### src/rtl/mem_arb_pkg.sv
// Shared types and defaults for the instruction/data memory arbiter.
package mem_arb_pkg;

    typedef enum logic [1:0] {
        ST_IDLE = 2'd0,
        ST_CMD  = 2'd1,
        ST_RESP = 2'd2
    } arb_state_e;

    typedef enum logic {
        OWN_I = 1'b0,
        OWN_D = 1'b1
    } owner_e;

    localparam int DEFAULT_WORD_LEN     = 32;
    localparam int DEFAULT_STARVE_LIMIT = 2;
    localparam int DEFAULT_CNT_W        = 2;

endpackage

### src/rtl/mem_arb_grant.sv
// Fetch/data grant selection with a bounded data-side preference.
module mem_arb_grant
    import mem_arb_pkg::*;
#(
    parameter int STARVE_LIMIT = DEFAULT_STARVE_LIMIT,
    parameter int CNT_W        = DEFAULT_CNT_W
) (
    input  logic clk,
    input  logic rst_n,
    input  logic idle,
    input  logic i_req_valid,
    input  logic d_req_valid,
    output logic grant_i,
    output logic grant_d
);

    localparam logic [CNT_W-1:0] LIMIT_C = CNT_W'(STARVE_LIMIT);
    localparam logic [CNT_W-1:0] ONE_C   = CNT_W'(1);

    logic [CNT_W-1:0] starve_cnt_q;
    logic [CNT_W-1:0] starve_cnt_d;

    // Data wins unless fetch has already waited out its limit.
    always_comb begin
        grant_i = 1'b0;
        grant_d = 1'b0;
        if (d_req_valid && !(i_req_valid && (starve_cnt_q == LIMIT_C))) begin
            grant_d = 1'b1;
        end else if (i_req_valid) begin
            grant_i = 1'b1;
        end else begin
            grant_i = 1'b0;
        end
    end

    // Count data grants that bypass a waiting fetch; a fetch grant clears it.
    always_comb begin
        starve_cnt_d = starve_cnt_q;
        if (idle && grant_i) begin
            starve_cnt_d = {CNT_W{1'b0}};
        end else if (idle && grant_d && i_req_valid && (starve_cnt_q != LIMIT_C)) begin
            starve_cnt_d = starve_cnt_q + ONE_C;
        end else begin
            starve_cnt_d = starve_cnt_q;
        end
    end

    // Starvation counter register.
    always_ff @(posedge clk or negedge rst_n) begin
        if (!rst_n) begin
            starve_cnt_q <= {CNT_W{1'b0}};
        end else begin
            starve_cnt_q <= starve_cnt_d;
        end
    end

endmodule

### src/rtl/mem_arbiter.sv
// Shares one single-ported memory between the fetch and data ports,
// one transaction at a time, routing the response back to its owner.
module mem_arbiter
    import mem_arb_pkg::*;
#(
    parameter int WORD_LEN     = DEFAULT_WORD_LEN,
    parameter int STARVE_LIMIT = DEFAULT_STARVE_LIMIT,
    parameter int CNT_W        = DEFAULT_CNT_W
) (
    input  logic                clk,
    input  logic                rst_n,
    input  logic                i_req_valid,
    output logic                i_req_ready,
    input  logic [WORD_LEN-1:0] i_addr,
    output logic                i_resp_valid,
    output logic [WORD_LEN-1:0] i_rdata,
    input  logic                d_req_valid,
    output logic                d_req_ready,
    input  logic [WORD_LEN-1:0] d_addr,
    input  logic                d_wen,
    input  logic [WORD_LEN-1:0] d_wdata,
    output logic                d_resp_valid,
    output logic [WORD_LEN-1:0] d_rdata,
    output logic                mem_cmd_valid,
    input  logic                mem_cmd_ready,
    output logic [WORD_LEN-1:0] mem_addr,
    output logic                mem_wen,
    output logic [WORD_LEN-1:0] mem_wdata,
    input  logic                mem_resp_valid,
    input  logic [WORD_LEN-1:0] mem_rdata,
    output logic                resp_err
);

    arb_state_e          state_q, state_d;
    owner_e              owner_q, owner_d;
    logic [WORD_LEN-1:0] addr_q, addr_d;
    logic                wen_q, wen_d;
    logic [WORD_LEN-1:0] wdata_q, wdata_d;
    logic                resp_err_q, resp_err_d;

    logic idle_s;
    logic grant_i_s;
    logic grant_d_s;

    assign idle_s = (state_q == ST_IDLE);

    mem_arb_grant #(
        .STARVE_LIMIT (STARVE_LIMIT),
        .CNT_W        (CNT_W)
    ) u_grant (
        .clk         (clk),
        .rst_n       (rst_n),
        .idle        (idle_s),
        .i_req_valid (i_req_valid),
        .d_req_valid (d_req_valid),
        .grant_i     (grant_i_s),
        .grant_d     (grant_d_s)
    );

    // Readies are also forced low while reset is held.
    assign i_req_ready = rst_n & idle_s & grant_i_s;
    assign d_req_ready = rst_n & idle_s & grant_d_s;

    assign mem_cmd_valid = (state_q == ST_CMD);
    assign mem_addr      = addr_q;
    assign mem_wen       = wen_q;
    assign mem_wdata     = wdata_q;

    assign i_resp_valid = (state_q == ST_RESP) & mem_resp_valid & (owner_q == OWN_I);
    assign d_resp_valid = (state_q == ST_RESP) & mem_resp_valid & (owner_q == OWN_D);
    assign i_rdata      = mem_rdata;
    assign d_rdata      = mem_rdata;
    assign resp_err     = resp_err_q;

    // Transaction FSM and command capture.
    always_comb begin
        state_d = state_q;
        owner_d = owner_q;
        addr_d  = addr_q;
        wen_d   = wen_q;
        wdata_d = wdata_q;
        case (state_q)
            ST_IDLE: begin
                if (grant_d_s) begin
                    state_d = ST_CMD;
                    owner_d = OWN_D;
                    addr_d  = d_addr;
                    wen_d   = d_wen;
                    wdata_d = d_wdata;
                end else if (grant_i_s) begin
                    state_d = ST_CMD;
                    owner_d = OWN_I;
                    addr_d  = i_addr;
                    wen_d   = 1'b0;
                    wdata_d = {WORD_LEN{1'b0}};
                end else begin
                    state_d = ST_IDLE;
                end
            end
            ST_CMD: begin
                if (mem_cmd_ready) begin
                    state_d = ST_RESP;
                end else begin
                    state_d = ST_CMD;
                end
            end
            ST_RESP: begin
                if (mem_resp_valid) begin
                    state_d = ST_IDLE;
                end else begin
                    state_d = ST_RESP;
                end
            end
            default: begin
                state_d = ST_IDLE;
            end
        endcase
    end

    // A response while no transaction is awaiting one is latched as an error.
    always_comb begin
        resp_err_d = resp_err_q;
        if (mem_resp_valid && (state_q != ST_RESP)) begin
            resp_err_d = 1'b1;
        end else begin
            resp_err_d = resp_err_q;
        end
    end

    // State and command holding registers.
    always_ff @(posedge clk or negedge rst_n) begin
        if (!rst_n) begin
            state_q    <= ST_IDLE;
            owner_q    <= OWN_I;
            addr_q     <= {WORD_LEN{1'b0}};
            wen_q      <= 1'b0;
            wdata_q    <= {WORD_LEN{1'b0}};
            resp_err_q <= 1'b0;
        end else begin
            state_q    <= state_d;
            owner_q    <= owner_d;
            addr_q     <= addr_d;
            wen_q      <= wen_d;
            wdata_q    <= wdata_d;
            resp_err_q <= resp_err_d;
        end
    end

endmodule
### config.mk
export PLATFORM = sky130hd
export DESIGN_NAME = mem_arbiter
export DESIGN_NICKNAME = d
export VERILOG_FILES = /design/src/rtl/mem_arb_pkg.sv /design/src/rtl/mem_arb_grant.sv /design/src/rtl/mem_arbiter.sv
export SDC_FILE = /design/constraint.sdc
export NUM_CORES = 1
export LEC_CHECK = 0
export ABC_AREA = 1
export CORE_MARGIN = 4
export CORE_UTILIZATION = 37
export CTS_BUF_LIST = sky130_fd_sc_hd__clkbuf_4 sky130_fd_sc_hd__clkbuf_8
export DETAILED_ROUTE_END_ITERATION = 6
export PLACE_DENSITY = 0.95
export REMOVE_ABC_BUFFERS = 1
export SLEW_MARGIN = 25
export SYNTH_ARGS = -nofsm -noshare
export SYNTH_HDL_FRONTEND = slang
export SYNTH_SLANG_ARGS = --single-unit
### constraint.sdc
create_clock -name clk -period 1.56 [get_ports clk]
set_clock_uncertainty 0.05 [all_clocks]
set_input_delay 0.156 -clock clk [delete_from_list [all_inputs] [get_ports clk]]
set_output_delay 0.156 -clock clk [all_outputs]
set_load 0.05 [all_outputs]
# Yosys cells after proc, flatten, opt, wreduce, memory -nomap -nowiden
# Cells that the tools add are included.
# classes
add_sub_neg	1
n_eq_ne	5
muxes	17
n_bitwise	7
reduce_logical	12
# op_table
op	count
$mux 32	4
$mux 1	8
$mux 2	4
$logic_and 1x1->1	7
$and 1x1->1	6
$pmux 2 s3	1
$eq 2x2->1 const B	2
$ne 2x2->1 const B	2
$reduce_bool 2->1	2
$add 2x1->2 const B	1
$eq 2x1->1 const B	1
$logic_not 2->1	1
$reduce_and 2->1	1
$logic_not 1->1	1
$not 1->1	1
# totals
regBits	71
output_inout_bits	135
word_cells	49

# Depth between registers and ports, before layout
# logic_depth
word_depth	10
depth_mapped	8
ltp_nobuf	7

# Cells and area by module
# Synthesis repeated with hierarchy kept, for this count alone.
# unflattened
hier_cells	491
hier_area_um2	3711.1
# by_module_without_submodules
mod	n_inst	cells_each	area_each_um2
mem_arbiter	1	474	3583.4
mem_arb_grant	1	17	127.6

# Least setup slack after synthesis
# No wires, ideal clock.
# synth_path
path_type	register to output
from	register u_grant.starve_cnt_q[0]
to	output i_req_ready
t_arrival_ps	1665
required_ps	1354
path_slack_ps	-311
path_stages_with_launch	8
path_buffers	1
path_cell_list	dfrtp_1 -> inv_1 -> ha_1 -> nand2_2 -> nand2_1 -> inv_2 -> buf_2 -> nor3_2
# synth_via
elab_chain_cells	6
# synth_rtl
element	line_no	source
from (decl)	mem_arb_grant.sv:20	logic [CNT_W-1:0] starve_cnt_q;
from (signal assigned)	mem_arb_grant.sv:51	starve_cnt_q <= {CNT_W{1'b0}};
from (signal assigned)	mem_arb_grant.sv:53	starve_cnt_q <= starve_cnt_d;
$eq 2x2->1	mem_arb_grant.sv:27	if (d_req_valid && !(i_req_valid && (starve_cnt_q == LIMIT_C))) begin
$logic_and 1x1->1	mem_arb_grant.sv:27	
$logic_not 1->1	mem_arb_grant.sv:27	
$logic_and 1x1->1	mem_arb_grant.sv:27	
$mux 1	mem_arb_grant.sv:27	
$and 1x1->1	mem_arbiter.sv:61	assign i_req_ready = rst_n & idle_s & grant_i_s;
to (decl)	mem_arbiter.sv:13	output logic i_req_ready,
# No other way between the ends.

# Worst setup path after layout
# layout_path
from	register state_q[0]
to	output i_req_ready
# layout_via
elab_chain_cells	3
# layout_rtl
element	line_no	source
from (decl)	mem_arbiter.sv:34	arb_state_e state_q, state_d;
from (signal assigned)	mem_arbiter.sv:140	state_q <= state_d;
$logic_not 2->1	mem_arbiter.sv:45	assign idle_s = (state_q == ST_IDLE);
$and 1x1->1 (2 in a row)	mem_arbiter.sv:61	
# No other way between the ends.

==> qor.csv <==
metric,value,unit
status,"finished, violations left",
violations,setup timing,
rsz0062_at_grt,true,
maxCapViolations,0,
cts_buffers,9,
cts_sinks,71,
dp_hpwl,11200,um
layout_min_cycle_time,1.65,ns
cp_slowest_stage_delay,0.43,ns
cp_top_family,simple AND/OR/NAND/NOR gates,
drt_iter0_markers,296,
fin_util,54.7,%
num-fill-cells,923,
worstSetupPathType,reg -> out,
slowest_stage,dfrtp_1,
drtAntennaViolNets,0,
min_period_over_period,106,%
grt_pass1_vias,3629,
grt_pass1_wl,21700,um
cp-end-kind,output pin,
max_freq,605,MHz
gr-total-overflow,0,
place_area,5200,um^2
synth_top_area_cell,dfrtp_1,
htree_levels,3,
stdcell_area,5650,um^2
vias,3603,
die_height,111,um
setup-tns-final,-0.179,ns
total_power,12.7,mW
ir_drop,1.18,mV
path_max_fanout,4,
setup_slack,-0.0935,ns
nNetsFinal,769,
path_buf_inv,1,
yosysSeqAreaShare,45.3,%
antenna_found_initial,1,
drive_gt1_share,19.3,%
dr.pass1.iters,4,
ys_types,17,
ys_async_sr_fraction,100,%
p_leak,3.06,nW
root_buffer,clkbuf_8,
core,10300,um^2
routedWlPerCell,19.1,um
clockBufferDepth,2,
drc,0,
setup_viol,2,
yosys.area.top_type_share,45.3,%
initial_core_util,38.0,%
avgSynthCellArea,7.53,um^2
syn_area,3920,um^2
num_io_pins,270,
dp_slack,0.00431,ns
path_cells,nor2_4 -> nand2_2 -> nor3_4 -> buf_6,
startpoint_type,flip-flop,
area_growth,44.0,%
die-area,12300,um^2
netlist_top_cells_count,"173 x nand2_1, 100 x nand3_1, 72 x inv_1, 71 x dfrtp_1, 64 x buf_4",
synth_edf_count,0,
finalMaxSlewViolations,0,
clkTransAtPathRegs,0.08,ns
tightest_slew,0.398,ns
critPathArrivalTime,1.45,ns
crit_required,1.35,ns
portBuffers,173,
ys_top_cells_by_area,"dfrtp_1 45%, nand2_1 17%, nand3_1 13%",
wirelength,14800,um
synthCells,521,
hold_viol,0,
fp-row-count,37,
synth-seq-cells,71,
clk_latency,0.33,ns
hold_path_class,in -> out,
vias_per_cell,4.65,
yosys_warnings,0,
cts_tree,built,
power_density,2250,nW/um^2
grt_max_degree,72,
dieWidth,111,um
place_congestion,0.894,
grt.total_usage,22.9,%
yosysMostFrequentCell,nand2_1,
slew_headroom,73.5,%
ys.flop_type,dfrtp_1,
-- state kept, by name (all words and copies together) (netlist names) --
signal,count
mem_addr,32
mem_wdata,32
state_q,2
u_grant.starve_cnt_q,2
mem_wen,1
owner_q,1
resp_err,1
-- where the power goes --
part / internal (mW) / switching, mW
clock network: 1.08 / 0.719
registers: 2.77 / 0.547
logic: 2.34 / 5.26
total: 6.18 / 6.53
-- stage by stage --
| step | std cells | hold WS [ns] |
|---|---|---|
| 6_report | 775 | 0.262 |
| 5_1_grt | 775 | 0.262 |
| 4_1_cts | 773 | 0.264 |
| 3_5_place_dp | 752 | 0.179 |
| 3_3_place_gp | 752 | 0.181 |
| 2_1_floorplan | 431 | -0.190 |
-- metal layers --
layer  up-vias  track usage, %  part of all wire, %
li1       1739               -                    -
met1      1653            25.3                   38
met2       191            36.1                   46
met3        18            15.0                   14
met4         2            5.91                  1.3
met5         -            5.83                 0.48
-- timing repair --
| action | 4_1_cts | 5_1_grt |
|---|---|---|
| gates resized for setup | 13 | 14 |
| pin swaps | 1 | 2 |
| setup buffers | 4 | 0 |
| setup endpoints to repair | 2 | 70 |
| hold buffers | 1 | 0 |
| cloned | 0 | 3 |
| hold endpoints to repair | 71 | 0 |
-- worst reg2reg max path: stages, from the launching register on --
cell	delay (ns)
dfrtp_1	0.39
inv_2	0.09
ha_4	0.14
nand2_4	0.05
nand2_4	0.08
inv_4	0.05
buf_4	0.17
clkbuf_16	0.19
nand3_1	0.08
nand2_1	0.06
-- worst paths after layout --
kind	startpoint	to	slack, ns	cells after the start
max in group asynchronous	rst_n	state_q[1]$_DFF_PN0_	0.78	3
max reg2reg	u_grant.starve_cnt_q[0]$_DFFE_PN0P_	mem_wdata[3]$_DFFE_PN0P_	0.10	9
min	mem_rdata[19]	d_rdata[19]	0.26	0
max	state_q[0]$_DFF_PN0_	i_req_ready	-0.09	4
min in group asynchronous	rst_n	mem_wdata[30]$_DFFE_PN0P_	0.34	3
min reg2reg	mem_wdata[4]$_DFFE_PN0P_	mem_wdata[4]$_DFFE_PN0P_	0.43	2
-- area by class of cell --
type                       count  area (um^2)  share of cell area [%]
clock buffer                  10          131                    2.33
tap                          136          170                    3.01
timing repair buffer         191         1870                    33.1
inverter                      74          280                    4.96
antenna                        1         2.50                  0.0443
sequential                    71         1780                    31.5
multi-input combinational    286         1310                    23.1
clock inverter                 6          109                    1.93
-- layout by cell type, fill, tap and decap left out, types with 2 or more instances in the layout --
cell type          n
buf_12            10
buf_4             75
bufinv_16          3
clkbuf_16          3
clkbuf_8           9
clkdlybuf4s50_1  101
clkinv_2           2
dfrtp_1           70
inv_1             70
inv_2              3
nand2_1          170
nand2_2            2
nand2_4            2
nand3_1           99
nor2_4             5
o21ai_0            3
-- logic make-up after synthesis --
family / after synthesis / synth area share [%]
compound gates: 4 / 0.574
fa+ha+maj: 1 / 0.319
buf+inv: 164 / 23.2
simple gates: 281 / 30.6
flops: 71 / 45.3
(Power assumes the default switching activity.)
